File: config.mk
export PLATFORM = sky130hd
export DESIGN_NAME = id_ex_stage_reg
export DESIGN_NICKNAME = d
export VERILOG_FILES = /design/src/rtl/id_ex_stage_reg.sv
export SDC_FILE = /design/constraint.sdc
export NUM_CORES = 1
export LEC_CHECK = 0
export ABC_AREA = 0
export CORE_AREA = 2 2 153 155
export DETAILED_ROUTE_END_ITERATION = 8
export DIE_AREA = 0 0 155 157
export PLACE_DENSITY = 0.68
export SLEW_MARGIN = 20
export SYNTH_ARGS = -nofsm -noshare
export SYNTH_HDL_FRONTEND = slang
export SYNTH_SLANG_ARGS = --single-unit
export TNS_END_PERCENT = 5
File: constraint.sdc
create_clock -name clk_i -period 2 [get_ports clk_i]
set_input_delay 0.4 -clock clk_i [delete_from_list [all_inputs] [get_ports clk_i]]
set_output_delay 0.4 -clock clk_i [all_outputs]
set_load 0.03 [all_outputs]
File: src/rtl/id_ex_stage_reg.sv
// Decode-to-execute pipeline register with stall hold, bubble insertion and a
// saturating bubble counter for hazard-rate profiling.
module id_ex_stage_reg #(
  parameter int unsigned DATA_WIDTH = 32,
  parameter int unsigned CNT_WIDTH  = 16
) (
  input  logic                  clk_i,
  input  logic                  rst_n_i,
  input  logic                  valid_d_i,
  input  logic                  stall_e_i,
  input  logic                  flush_e_i,
  input  logic [3:0]            alu_control_d_i,
  input  logic                  reg_write_d_i,
  input  logic                  mem_write_d_i,
  input  logic                  branch_d_i,
  input  logic                  jump_d_i,
  input  logic                  alu_src_d_i,
  input  logic [1:0]            result_src_d_i,
  input  logic [4:0]            rs1_d_i,
  input  logic [4:0]            rs2_d_i,
  input  logic [4:0]            rd_d_i,
  input  logic [DATA_WIDTH-1:0] rd1_d_i,
  input  logic [DATA_WIDTH-1:0] rd2_d_i,
  input  logic [DATA_WIDTH-1:0] imm_ext_d_i,
  input  logic [DATA_WIDTH-1:0] pc_d_i,
  input  logic [DATA_WIDTH-1:0] pc_plus4_d_i,
  output logic                  valid_e_o,
  output logic [3:0]            alu_control_e_o,
  output logic                  reg_write_e_o,
  output logic                  mem_write_e_o,
  output logic                  branch_e_o,
  output logic                  jump_e_o,
  output logic                  alu_src_e_o,
  output logic [1:0]            result_src_e_o,
  output logic [4:0]            rs1_e_o,
  output logic [4:0]            rs2_e_o,
  output logic [4:0]            rd_e_o,
  output logic [DATA_WIDTH-1:0] rd1_e_o,
  output logic [DATA_WIDTH-1:0] rd2_e_o,
  output logic [DATA_WIDTH-1:0] imm_ext_e_o,
  output logic [DATA_WIDTH-1:0] pc_e_o,
  output logic [DATA_WIDTH-1:0] pc_plus4_e_o,
  output logic [CNT_WIDTH-1:0]  bubble_count_o
);

  typedef struct packed {
    logic [3:0]            alu_control;
    logic                  reg_write;
    logic                  mem_write;
    logic                  branch;
    logic                  jump;
    logic                  alu_src;
    logic [1:0]            result_src;
    logic [4:0]            rs1;
    logic [4:0]            rs2;
    logic [4:0]            rd;
    logic [DATA_WIDTH-1:0] rd1;
    logic [DATA_WIDTH-1:0] rd2;
    logic [DATA_WIDTH-1:0] imm_ext;
    logic [DATA_WIDTH-1:0] pc;
    logic [DATA_WIDTH-1:0] pc_plus4;
  } stage_t;

  localparam logic [CNT_WIDTH-1:0] CntMax = '1;

  // A bubble is a harmless ADD that writes nothing.
  function automatic stage_t bubble_val();
    stage_t b;
    b             = '0;
    b.alu_control = 4'b1000;
    return b;
  endfunction

  stage_t                 stage_q, stage_d, stage_in;
  logic                   valid_q, valid_d;
  logic [CNT_WIDTH-1:0]   count_q, count_d;
  logic                   load_bubble;

  assign stage_in = '{
    alu_control: alu_control_d_i,
    reg_write:   reg_write_d_i,
    mem_write:   mem_write_d_i,
    branch:      branch_d_i,
    jump:        jump_d_i,
    alu_src:     alu_src_d_i,
    result_src:  result_src_d_i,
    rs1:         rs1_d_i,
    rs2:         rs2_d_i,
    rd:          rd_d_i,
    rd1:         rd1_d_i,
    rd2:         rd2_d_i,
    imm_ext:     imm_ext_d_i,
    pc:          pc_d_i,
    pc_plus4:    pc_plus4_d_i
  };

  always_comb begin
    // NOTE: every signal gets a default first so no path leaves it unassigned (no latch).
    stage_d     = stage_q;
    valid_d     = valid_q;
    count_d     = count_q;
    load_bubble = 1'b0;
    if (flush_e_i) begin
      load_bubble = 1'b1;
    end else if (!stall_e_i) begin
      if (valid_d_i) begin
        valid_d = 1'b1;
        stage_d = stage_in;
      end else begin
        load_bubble = 1'b1;
      end
    end
    if (load_bubble) begin
      valid_d = 1'b0;
      stage_d = bubble_val();
      if (count_q != CntMax) count_d = count_q + 1'b1;
    end
  end

  // NOTE: non-blocking assignments so every flop samples pre-edge values.
  always_ff @(posedge clk_i or negedge rst_n_i) begin
    if (!rst_n_i) begin
      valid_q <= 1'b0;
      stage_q <= bubble_val();
      count_q <= '0;
    end else begin
      valid_q <= valid_d;
      stage_q <= stage_d;
      count_q <= count_d;
    end
  end

  assign valid_e_o       = valid_q;
  assign alu_control_e_o = stage_q.alu_control;
  assign reg_write_e_o   = stage_q.reg_write;
  assign mem_write_e_o   = stage_q.mem_write;
  assign branch_e_o      = stage_q.branch;
  assign jump_e_o        = stage_q.jump;
  assign alu_src_e_o     = stage_q.alu_src;
  assign result_src_e_o  = stage_q.result_src;
  assign rs1_e_o         = stage_q.rs1;
  assign rs2_e_o         = stage_q.rs2;
  assign rd_e_o          = stage_q.rd;
  assign rd1_e_o         = stage_q.rd1;
  assign rd2_e_o         = stage_q.rd2;
  assign imm_ext_e_o     = stage_q.imm_ext;
  assign pc_e_o          = stage_q.pc;
  assign pc_plus4_e_o    = stage_q.pc_plus4;
  assign bubble_count_o  = count_q;

endmodule

# After elaboration in Yosys (flattened, before gate mapping)

Index checks and enable logic that the tools add are counted.

Eq/ne operators: 3
Muxes and demuxes: 11
Reductions and logical operators: 3
Add/subtract/negate cells: 1

Operators by type and width:

| cell                  | count |
|---|---|
| $mux 186              | 4 |
| $add 16x1->16 const B | 1 |
| $ne 16x16->1 const B  | 1 |
| $mux 1                | 7 |
| $ne 2x1->1 const B    | 2 |
| $reduce_and 3->1      | 1 |
| $reduce_and 2->1      | 1 |
| $reduce_bool 2->1     | 1 |

Output and inout bits: 203
Bits in registers: 203
Bits of input ports: 191

# Depth between registers and ports, before layout

Gate-level depths: netlist (run 1).

Word-level depth: 5
Gate-level depth with buffers: 5

# Least setup slack after synthesis (run 1)

Ideal clock, no wire load.

Kind: register to register
Start point: reg count_q[12], in the netlist bubble_count_o[12]
End point: reg count_q[1], in the netlist bubble_count_o[1]
Data arrival time: 1.596 ns
Setup time: 0.125 ns
Stages on the path, launching flop included: 5
Clock period less this slack: 1.721 ns
Slack: 0.279 ns
Required time: 1.875 ns
Cells stage by stage: dfrtp_1 nand4_1 nor4_4 nor2_1 mux2_2

Word-level cells in the longest chain between the ends: 2

Ends and longest elaborated chain:

| item                              | line | RTL |
|---|---|---|
| from (decl)                       | 76   | `logic [CNT_WIDTH-1:0] count_q, count_d;` |
| from (signal assigned)            | 129  | `count_q <= count_d;` |
| $ne 16x16->1                      | 116  | `if (count_q != CntMax) count_d = count_q + 1'b1;` |
| $reduce_and 2->1 (no source line) | --   |  |

Every way passes these cells.
A chain may end at the register's enable or synchronous reset.

# Final worst setup path (run 1)

Start point: reg stage_q, in the netlist imm_ext_e_o[10]
End point: out imm_ext_e_o[10]

RTL lines:

| item                   | line | RTL |
|---|---|---|
| from (decl)            | 74   | `stage_t stage_q, stage_d, stage_in;` |
| from (signal assigned) | 124  | `stage_q <= bubble_val();` |
| from (signal assigned) | 128  | `stage_q <= stage_d;` |
| to (decl)              | 40   | `output logic [DATA_WIDTH-1:0] imm_ext_e_o,` |

No word-level cell between the ends.

==> impl_metrics.json, run 1 <==
{
  "status": "completed",
  "synthMuxAreaShare_pct": 0.154,
  "ys_warn_count": 0,
  "syn_area_mm2": 0.00733,
  "synthAdderAreaFrac_pct": 0.171,
  "multi_input_area_mm2": 0.00208,
  "cts_buffer_depth": 3,
  "die_x_um": 155,
  "die_area_mm2": 0.0243,
  "combPwrFrac_pct": 17.9,
  "fin_cells": 1203,
  "avgSynthCellArea_um2": 14.8,
  "cts_root_buf": "clkbuf_16",
  "wl_met2_um": 12300,
  "gp_congestion": 0.815,
  "wirelength_um": 24000,
  "clock_power_share_pct": 38.7,
  "critPathLaunchType": "register",
  "leakagePower_nw": 6.03,
  "vias": 5942,
  "die_h_um": 157,
  "r2r_start": "bubble_count_o[12]",
  "path_cells": "clkdlybuf4s50_1",
  "placedCellCount": 1160,
  "syn-num-nets": 688,
  "slew_headroom_pct": 63.0,
  "tightest_slew_ns": 0.549,
  "crit_type": "register to primary output",
  "cp_top_family": "buffers and inverters",
  "hold_viol": 0,
  "wl_met1_um": 9320,
  "rr_worst_depth": 4,
  "worst_hold_slack_ns": 0.371,
  "antenna_found_initial": 0,
  "remaining_drc_errors": 0,
  "slowest_delay_ns": 0.70,
  "ant_nets": 0,
  "hold_class": "input pin to asynchronous set/reset pin",
  "rsz0062_at_grt": "no",
  "firstDrtPassIters": 4,
  "ys_seq_area_share_pct": 69.3,
  "post_cts_buffers": 0,
  "cts_sinks": 203,
  "finalSetupTns_ns": 0,
  "p_int_w": 0.00771,
  "pwr-share-seq_pct": 43.4,
  "wl_met3_um": 1910,
  "post-dp-hpwl_um": 17500,
  "drive_gt1_share_pct": 8.18,
  "clock_latency_ns": 0.49,
  "grt_pass1_vias": 6089,
  "area_growth_pct": 72.1,
  "nNetsFinal": 1093,
  "drv_cap": 0,
  "routedWlPerCell_um": 19.9,
  "critPathRequiredTime_ns": 1.60,
  "grt_max_degree": 82,
  "htree_levels": 1,
  "synth-simple-area-share_pct": 3.47,
  "synth-xor-area-share_pct": 1.79,
  "overflow": 0,
  "synth_top_family_by_area": "compound AO/OA/AOI/OAI gates",
  "highest_layer": "met4",
  "rr_endpoint": "bubble_count_o[13]",
  "min_period_over_period_pct": 98.0,
  "synth_seq_cells": 203,
  "final-seq-area_mm2": 0.00508,
  "cp-end-kind": "primary output",
  "period_minus_slack_ns": 1.96,
  "synthCells": 496,
  "clk_pin_slew_ns": 0.06,
  "switching_share_pct": 27.3,
  "drt_iter0_drc": 270,
  "synth-compound-area-share_pct": 22.6,
  "path_buf_inv": 1,
  "r2r_slack_ns": 0.27,
  "boundaryPins": 394,
  "setup_viol": 0,
  "crit_slowest_cell": "clkdlybuf4s50_1",
  "fillers": 1880,
  "fmax_mhz": 510,
  "fin_skew_ns": 0.00283,
  "coreArea_mm2": 0.0225,
  "cp_max_fo": 2,
  "grt_usage_pct": 18.8,
  "rows": 55,
  "numPortBuffers": 393,
  "floorplan.initialDensity_pct": 32.6,
  "cts_tree": "yes",
  "cts_buffers": 23,
  "arrival_ns": 1.56,
  "drv_slew": 0,
  "vdd_ir_drop_max_mv": 0.460,
  "grt_first_pass_wirelength_um": 36100,
  "p_per_area_mw_per_mm2": 841,
  "ys_types": 29,
  "via_per_inst": 4.94,
  "p_switching_w": 0.00290
}
[what timing repair did]
item,4_1_cts,5_1_grt
setup endpoints to repair,24,22
resized for setup,24,22
hold buffers,1,0
hold endpoints to repair,33,0
[synth_stat cells]
master      n  share of area (%)
nor3_1      7               0.48
a22o_1    185                 22
xor2_1     15                1.8
or4_4       1               0.15
nand2_1     8               0.41
nor4_1      1              0.085
buf_1       1              0.051
nand4_1     6               0.51
a21oi_1     2               0.14
or2_2       1              0.085
nor2_1      4               0.20
clkbuf_1   25                1.3
nor3b_1     2               0.20
o21ba_2     1               0.14
nor4_4      1               0.29
buf_2      15                1.0
inv_1       3               0.15
and4_1      1               0.12
dfstp_2     1               0.36
o21bai_1    1               0.10
nor4b_1     2               0.24
dfrtp_1   202                 69
a22oi_1     1               0.10
nor4_2      1               0.17
nor2b_1     1              0.085
nand3_1     5               0.34
mux2_2      1               0.15
or3_1       1              0.085
ha_1        1               0.17
[power by group through the flow]
| stage | clock network, W | logic [W] | registers, W |
|---|---|---|---|
| after global routing | 0.00441 | 0.00203 | 0.00464 |
| after CTS | 0.00423 | 0.00193 | 0.00460 |
| final | 0.00411 | 0.00190 | 0.00460 |
| after detailed placement | 0 | 0.00199 | 0.00467 |
| after floorplan | 0 | 0.000375 | 0.00510 |
| after global placement | 0 | 0.00198 | 0.00467 |
[through the flow]
stage | util, % | setup WS (ns) | power [W] | cell area [µm²]
global placement | 52.6 | -0.112 | 0.00664 | 11800
CTS | 55.8 | 0.00200 | 0.0108 | 12600
finish | 56.0 | 0.0410 | 0.0106 | 12600
floorplan | - | 0.279 | 0.00548 | 7330
detailed placement | 52.6 | -0.111 | 0.00667 | 11800
global route | 56.0 | 0.00134 | 0.0111 | 12600
[cells in the final DEF, fill, tap and decap left out, drive strengths merged, types with 2 or more instances in the layout]
cell type      instances
dfrtp                202
a21oi                  2
nand4                  6
inv                    3
nor2                   4
xor2                  15
nand3                  5
nor3b                  2
nand2                  8
clkinvlp               2
clkdlybuf4s50        346
clkbuf                33
nor4                   3
clkinv                 6
nor4b                  2
dlygate4sd2           24
a22o                 185
buf                   27
nor3                   7
dlymetal6s2s          22
[state kept, by name, summed over array words and instances, names as in the netlist]
signal           flops
jump_e_o             1
alu_src_e_o          1
rd2_e_o             32
rs2_e_o              5
valid_e_o            1
result_src_e_o       2
branch_e_o           1
imm_ext_e_o         32
rs1_e_o              5
alu_control_e_o      4
mem_write_e_o        1
rd1_e_o             32
rd_e_o               5
reg_write_e_o        1
pc_plus4_e_o        32
bubble_count_o      16
pc_e_o              32
[final cells by class]
type	instances	share of cell area, %
clock inverters	9	0.595
well taps	285	2.83
clock buffers	32	5.31
multi-input cells	249	16.5
inverters	3	0.0893
flip-flops and latches	203	40.3
diodes	1	0.0198
repair buffers	421	34.4
[kinds of logic after synthesis]
kind of cell / count (synthesis)
flops: 203
compound gates: 190
fa+ha+maj: 1
buf+inv: 44
xor+xnor: 15
simple gates: 42
mux: 1
[routing by layer]
layer  track usage (%)  vias up
li1                  -     2722
met1              23.3     2936
met2              32.8      253
met3              4.90       31
met4              5.03        0
met5                 0        -
[worst max-delay path by stage]
stage | start | to | slack (ns) | cells after the start
after floorplan | bubble_count_o[12] | bubble_count_o[1] | 0.28 | 4
after global placement | valid_d_i | bubble_count_o[15] | -0.11 | 5
after detailed placement | valid_d_i | bubble_count_o[15] | -0.11 | 5
final | imm_ext_e_o[10] | imm_ext_e_o[10] | 0.04 | 1
after global routing | rd2_e_o[24] | rd2_e_o[24] | 0.001 | 1
after CTS | rd1_e_o[28] | rd1_e_o[28] | 0.002 | 1
Power figures use the tool's default switching activity.
==> run 2, diff against run 1 <==
==> constraint.sdc (replaced) <==
create_clock -name clk_i -period 2 [get_ports clk_i]
set_input_delay 0.4 -clock clk_i [delete_from_list [all_inputs] [get_ports clk_i]]
set_output_delay 0.4 -clock clk_i [all_outputs]
set_load 0.05 [all_outputs]
==> impl_metrics.json, run 2 (synthesized netlist as in run 1, its figures left out) <==
{
  "clock_latency_ns": 0.50,
  "clk_pin_slew_ns": 0.06,
  "slowest_delay_ns": 0.56,
  "die_area_mm2": 0.0243,
  "die_x_um": 155,
  "die_h_um": 157,
  "grt_max_degree": 77,
  "worst-path-stages": 1,
  "hold_depth": 3,
  "rows": 55,
  "path_buf_inv": 1,
  "place_ws_ns": -0.131,
  "finalSetupTns_ns": 0,
  "p_switching_w": 0.00323,
  "antenna_cells": 0,
  "crit_type": "register to primary output",
  "final-seq-area_mm2": 0.00508,
  "fin_skew_ns": 0.0104,
  "vdd_ir_drop_max_mv": 0.466,
  "cts_sinks": 203,
  "cts_root_buf": "clkbuf_16",
  "htree_levels": 1,
  "gp_congestion": 0.788,
  "rsz0062_at_grt": "no",
  "final_cell_mix": "dfrtp_1, clkdlybuf4s50_1, a22o_1",
  "crit_slowest_cell": "dlygate4sd2_1",
  "drv_cap": 0,
  "grt_pass1_vias": 6403,
  "grt_usage_pct": 19.1,
  "p_per_area_mw_per_mm2": 881,
  "wirelength_um": 24100,
  "tightest_slew_ns": 0.582,
  "rr_endpoint": "bubble_count_o[1]",
  "cp_top_family": "buffers and inverters",
  "hold_viol": 0,
  "post-dp-hpwl_um": 18000,
  "ant_nets": 0,
  "numPortBuffers": 393,
  "r2r_slack_ns": 0.25,
  "overflow": 0,
  "coreArea_mm2": 0.0225,
  "pwr-share-seq_pct": 42.3,
  "drt_iter0_drc": 212,
  "routedWlPerCell_um": 19.9,
  "holdPathEnd": "alu_control_e_o[3]",
  "power.total_w": 0.0109,
  "rr_worst_depth": 4,
  "slew_headroom_pct": 60.8,
  "cts_buffer_depth": 3,
  "clock_power_share_pct": 37.1,
  "area_growth_pct": 68.6,
  "r2r_start": "bubble_count_o[12]",
  "drive_gt1_share_pct": 14.6,
  "fmax_mhz": 529,
  "cp-end-kind": "primary output",
  "worst_slack_ns": 0.110,
  "min_period_over_period_pct": 94.5,
  "final_common_cell": "dfrtp_1",
  "arrival_ns": 1.49,
  "via_per_inst": 4.96,
  "setup_viol": 0,
  "nNetsFinal": 1107,
  "boundaryPins": 394,
  "critPathRequiredTime_ns": 1.60,
  "floorplan.initialDensity_pct": 32.6,
  "critPathLaunchType": "register",
  "fillers": 2016,
  "multi_input_area_mm2": 0.00208,
  "p_int_w": 0.00766,
  "switching_share_pct": 29.7,
  "vias": 6024,
  "grt_first_pass_wirelength_um": 36500,
  "cts_buffers": 23,
  "remaining_drc_errors": 0,
  "hp-start": "alu_control_d_i[3]",
  "firstDrtPassIters": 4,
  "drv_slew": 0,
  "path_cells": "dlygate4sd2_1",
  "hold_class": "input pin to register",
  "cp_max_fo": 5,
  "leakagePower_nw": 6.37,
  "cts_tree": "yes",
  "antenna_found_initial": 0,
  "combPwrFrac_pct": 20.6,
  "period_minus_slack_ns": 1.89,
  "status": "completed"
}
## run 2: timing repair
item / 4_1_cts / 5_1_grt
endpoints found under the setup margin: 148 / 0
hold buffers: 1 / 0
gates resized for setup: 148 / 0
setup buffers: 0 / 0
endpoints found under the hold margin: 42 / 0
## run 2: layout make-up
cell class	count	area share (%)
Inverter	3	0.0911
Clock inverter	5	0.607
Clock buffer	34	5.15
Multi-Input combinational cell	249	16.8
Sequential cell	203	41.1
Tap cell	285	2.89
Timing Repair Buffer	435	33.3
## run 2: metrics by stage
step | hold slack (ns) | util (%) | cells | cell area, µm²
final | 0.417 | 54.9 | 1214 | 12400
after global routing | 0.437 | 54.9 | 1214 | 12400
after CTS | 0.395 | 54.9 | 1214 | 12400
after detailed placement | 0.405 | 52.5 | 1174 | 11800
after global placement | 0.409 | 52.5 | 1174 | 11800
after floorplan | 0.104 | - | 496 | 7330
## run 2: worst max-delay path by stage
stage | to | slack [ns] | start
finish | bubble_count_o[4] | 0.11 | bubble_count_o[4]
global route | bubble_count_o[4] | 0.05 | bubble_count_o[4]
CTS | bubble_count_o[4] | 0.08 | bubble_count_o[4]
detailed placement | bubble_count_o[15] | -0.13 | valid_d_i
global placement | bubble_count_o[15] | -0.1 | valid_d_i
floorplan | bubble_count_o[1] | 0.11 | bubble_count_o[12]
## run 2: routing by layer
metal	vias to the layer above	track usage (%)	routed length, µm
met4	0	5.34	536
met2	243	34.4	12400
met1	3002	22.5	9260
li1	2742	-	-
met5	-	0	0
met3	37	5.09	1900
## run 2: power groups by stage
| stage | sequential (W) | combinational, W | clock (W) |
|---|---|---|---|
| 2_1_floorplan | 0.00547 | 0.000376 | 0 |
| 3_3_place_gp | 0.00467 | 0.00233 | 0 |
| 3_5_place_dp | 0.00467 | 0.00235 | 0 |
| 4_1_cts | 0.00460 | 0.00227 | 0.00419 |
| 5_1_grt | 0.00464 | 0.00236 | 0.00435 |
| 6_report | 0.00460 | 0.00224 | 0.00404 |
==> RTL change 1: new RTL, config.mk and constraints of run 2 <==
Put one more register stage on the output `bubble_count_o`. The value now appears one clock later. The other outputs are not delayed to match.
--- a/src/rtl/id_ex_stage_reg.sv
+++ b/src/rtl/id_ex_stage_reg.sv
@@ -147,5 +147,7 @@
   assign pc_e_o          = stage_q.pc;
   assign pc_plus4_e_o    = stage_q.pc_plus4;
-  assign bubble_count_o  = count_q;
+  always_ff @(posedge clk_i) begin
+    bubble_count_o <= count_q;
+  end
 
 endmodule
Function: changed (Yosys sat finds a counterexample within 4 cycles, from zero or initial values and one cycle with rst_n_i low).
==> RTL change 1 against run 2 <==
- power up 11%
- count of clock-buffer cells in the layout decreased by 3
- setup slack improved by 0.014 ns
- critical path depth increased by 4
- wire length is essentially flat
- clock power grew 15%
- sequential cell count is 16 higher
- synthesized area increased by 4.6%
- final area up 3.3%
- fmax is 0.73% higher
- highest routed layer unchanged
==> RTL change 1: results <==
[hold_path]
holdCritPathClass = "in2async"

[setup_path]
crit_family = "simple AND/OR/NAND/NOR gates"
arrival_ns = 2.27
path_max_fanout = 5
slowest_stage = "nor4_2"
cpPeakStageDelay_ns = 0.45
r2r_slack_ns = 0.12

[pwr]
irDropWorstVdd_v = 0.0007008
p_leak_nw = 6.575
internal_power_mw = 8.517

[layout]
nets = 1111
insertedDiodeCount = 0
fillCellCount = 1935
drive_gt1_frac = 0.1218

[clocking]
root_buffer = "clkbuf_16"
cts_made_buffers = 25
clk_latency_ns = 0.50
clk_path_buf_depth = 3
path_clk_slew_ns = 0.06
post_cts_buffers = 0
htreeDepth = 1

[global_routing]
grt_pass1_wl_um = 36500
grt_max_degree = 78
track_usage = 0.1907
antenna_found_initial = 0

[placement]
io_buffers = 393
placed_cell_area_mm2 = 0.01213
place.gp.congestion = 0.8196
dpl.hpwl_um = 17440

[detailed_routing]
wl_per_cell_um = 19.73
via_count = 6098
drt_iter0_markers = 336
first_pass_iters = 4

[synth]
yosys-top-cells-count = "dfrtp_1 (202), a22o_1 (185), buf_2 (18)"
ys.flop_type = "dfrtp_1"
synth_edf_count = 0
ys.warnings.count = 0
synthArstFlopShare = 0.9269
yosys.cell_types.count = 31
yosysTopAreaCellShare = 0.6596
ys_seq_area_frac = 0.7048
synthTopCellsByArea = "dfrtp_1 (66%), a22o_1 (21%), dfxtp_1 (4.2%)"
syn_nets = 701

[status]
run_status = "completed"

[timing]
fin_skew_ns = 0.006438
slew-limit-headroom = 0.6410
-- RTL change 1: cell count changes in the layout (fill, tap and decap cells not counted), moves of 3 or more --
cell | before | now
dfxtp_1 | 0 | 16
dlygate4sd2_1 | 148 | 170
nor2_1 | 4 | 7
buf_4 | 81 | 48
nand2_1 | 8 | 4
clkbuf_1 | 9 | 2
clkinvlp_4 | 0 | 4
-- RTL change 1: final timing paths --
kind                                 endpoint  cells after the start   startpoint
max                                count_q[1]                      5   count_q[0]
min                                count_q[1]                      2      rst_n_i
max reg2reg                        count_q[1]                      5   count_q[0]
min reg2reg                bubble_count_o[14]                      0  count_q[14]
max in group asynchronous          pc_e_o[12]                      3      rst_n_i
min in group clk_i         bubble_count_o[14]                      0  count_q[14]
-- RTL change 1: timing repair --
action / CTS / global route
endpoints found under the hold margin: 23 / 0
hold buffers: 1 / 0
setup endpoints to repair: 170 / 0
gates resized for setup: 170 / 0
-- RTL change 1: per-layer routing --
layer | vias up | track usage | wire [µm]
li1 | 2783 | - | -
met2 | 262 | 0.3128 | 11630
met5 | - | 0 | 0
met1 | 3007 | 0.2500 | 9916
met3 | 46 | 0.04736 | 1755
met4 | 0 | 0.06085 | 779
-- RTL change 1: kinds of logic (layout without fill, tap and decap cells) --
logic type,count (synthesis),in the layout,synth area share
AO/OA/AOI/OAI,189,189,0.2176
XOR/XNOR,15,15,0.01714
adder cells (fa/ha/maj),1,1,0.001632
buffers and inverters,46,473,0.02547
flip-flops,219,219,0.7048
multiplexers,1,1,0.001959
AND/OR/NAND/NOR,38,38,0.03135
-- RTL change 1: per-stage QoR --
step	utilization	cells	setup WS [ns]	hold slack (ns)
floorplan	-	509	0.4526	0.1044
global placement	0.5388	1176	0.1044	0.3123
detailed placement	0.5388	1176	0.06397	0.3149
CTS	0.5674	1221	0.1131	0.3316
global route	0.5674	1221	0.03083	0.3556
finish	0.5674	1221	0.1242	0.3466
-- RTL change 1: layout make-up --
class / count / share of cell area
clock inverters: 13 / 0.01235
repair buffers: 424 / 0.3184
clock buffers: 31 / 0.05390
well taps: 285 / 0.02793
inverters: 5 / 0.001470
multi-input cells: 244 / 0.1630
flip-flops and latches: 219 / 0.4230
-- RTL change 1: power by group through the flow --
stage / clock [mW] / sequential [mW] / combinational, mW
after floorplan: 0 / 5.98 / 0.442
final: 4.66 / 5.05 / 2.40
after global placement: 0 / 5.13 / 2.54
after detailed placement: 0 / 5.13 / 2.56
after global routing: 4.95 / 5.09 / 2.54
after CTS: 4.79 / 5.05 / 2.43
==> RTL change 2: new RTL, config.mk and constraints of run 2 <==
Without the edit above. The parameter `DATA_WIDTH` goes from 32 to 36.
--- a/src/rtl/id_ex_stage_reg.sv
+++ b/src/rtl/id_ex_stage_reg.sv
@@ -2,5 +2,5 @@
 // saturating bubble counter for hazard-rate profiling.
 module id_ex_stage_reg #(
-  parameter int unsigned DATA_WIDTH = 32,
+  parameter int unsigned DATA_WIDTH = 36,
   parameter int unsigned CNT_WIDTH  = 16
 ) (
Interface: changed (10 resized); port bits go from 394 to 434. The function was not compared with the original's and may differ.
==> RTL change 2 against run 2 <==
- count of clock-buffer cells in the layout is 4 higher
- sequential cell count is 20 higher
- combinational power is 4% higher
- sequential share of layout area is 0.20 points higher
- synthesized area is 9.4% higher
- power is 7.6% higher
- first-iteration DRC count is 71% higher
- setup slack worse by 0.019 ns
- final area is 9.3% higher
- utilization is 5.1 points higher
- wire length is 11% higher
- critical path type unchanged
- largest cell class unchanged
==> RTL change 2: results <==
[global_routing]
grt_pass1_wl_um = 40550
track_usage = 0.2128
first_global_vias = 7021
grt_max_degree = 86

[detailed_routing]
via_count = 6617
met3_length_um = 2299
drt-met1-wl_um = 10430
finalWirelength_um = 26740
dr_wl_met2_um = 13260
drc = 0
first_pass_iters = 5
vias_per_cell = 5.106
drt_iter0_markers = 363

[timing]
tightest_slew_ns = 0.5453
fin_skew_ns = 0.003975
timing.hold.ws_ns = 0.3828

[placement]
dp_slack_ns = -0.1010
place_inst = 1250
dpl.hpwl_um = 19710
placed_cell_area_mm2 = 0.01290
io_buffers = 433

[layout]
insertedDiodeCount = 0
fin_area_mm2 = 0.01351
nets = 1205
drive_gt1_frac = 0.1424
fillCellCount = 1887

[synth]
yosys-top-cells-count = "dfrtp_1 (222), a22o_1 (205), clkbuf_1 (25)"
synthMuxAreaShare = 0.003278
synth-compound-area-share = 0.2284
ys.warnings.count = 0
synth-adder-area-share = 0.001561
synthTopCellsByArea = "dfrtp_1 (69%), a22o_1 (22%), xor2_1 (1.4%)"
synth_xor_area_frac = 0.01421
syn_nets = 751
ys_seq_area_frac = 0.6964
syn_area_per_cell_um2 = 14.87

[setup_path]
r2r_cells = 6
crit_end = "bubble_count_o[10]"
r2r_slack_ns = 0.32
crit_family = "buffers and inverters"
worstReg2RegStart = "bubble_count_o[0]"
path_max_fanout = 4
arrival_ns = 1.51
critPathLaunch = "bubble_count_o[10]"
worstPathRequired_ns = 1.60
r2r-end = "bubble_count_o[13]"

[pwr]
irDropWorstVdd_v = 0.0004828
p_leak_nw = 7.029
clock_power_share = 0.379
switching_power_mw = 3.393
p_seq_mw = 4.96
total_power_mw = 11.71

[clocking]
cts_resized = 165
cts_made_buffers = 25

[hold_path]
holdCritPathClass = "in2async"

[status]
run_status = "completed"
## RTL change 2: cell count changes after synthesis, sizes merged, moves of 2 or more
| cell | run 2 | this run |
|---|---|---|
| a22o | 185 | 205 |
| buf | 16 | 20 |
| dfrtp | 202 | 222 |
| nand2 | 8 | 10 |
| nand3 | 5 | 2 |
| nor2 | 4 | 7 |
| nor3 | 7 | 4 |
| nor3b | 2 | 0 |
| nor4 | 3 | 7 |
| xor2 | 15 | 13 |
## RTL change 2: per-layer routing
| metal | up-vias | global-route usage |
|---|---|---|
| li1 | 2988 | - |
| met1 | 3302 | 0.2551 |
| met2 | 283 | 0.3676 |
| met3 | 44 | 0.06691 |
| met4 | 0 | 0.06614 |
| met5 | - | 0 |
## RTL change 2: area by class of cell
class | instances | area share
flip-flops and latches | 223 | 0.4131
repair buffers | 472 | 0.3337
multi-input cells | 269 | 0.1669
clock buffers | 38 | 0.05436
well taps | 285 | 0.02639
clock inverters | 7 | 0.005001
inverters | 2 | 0.0005557
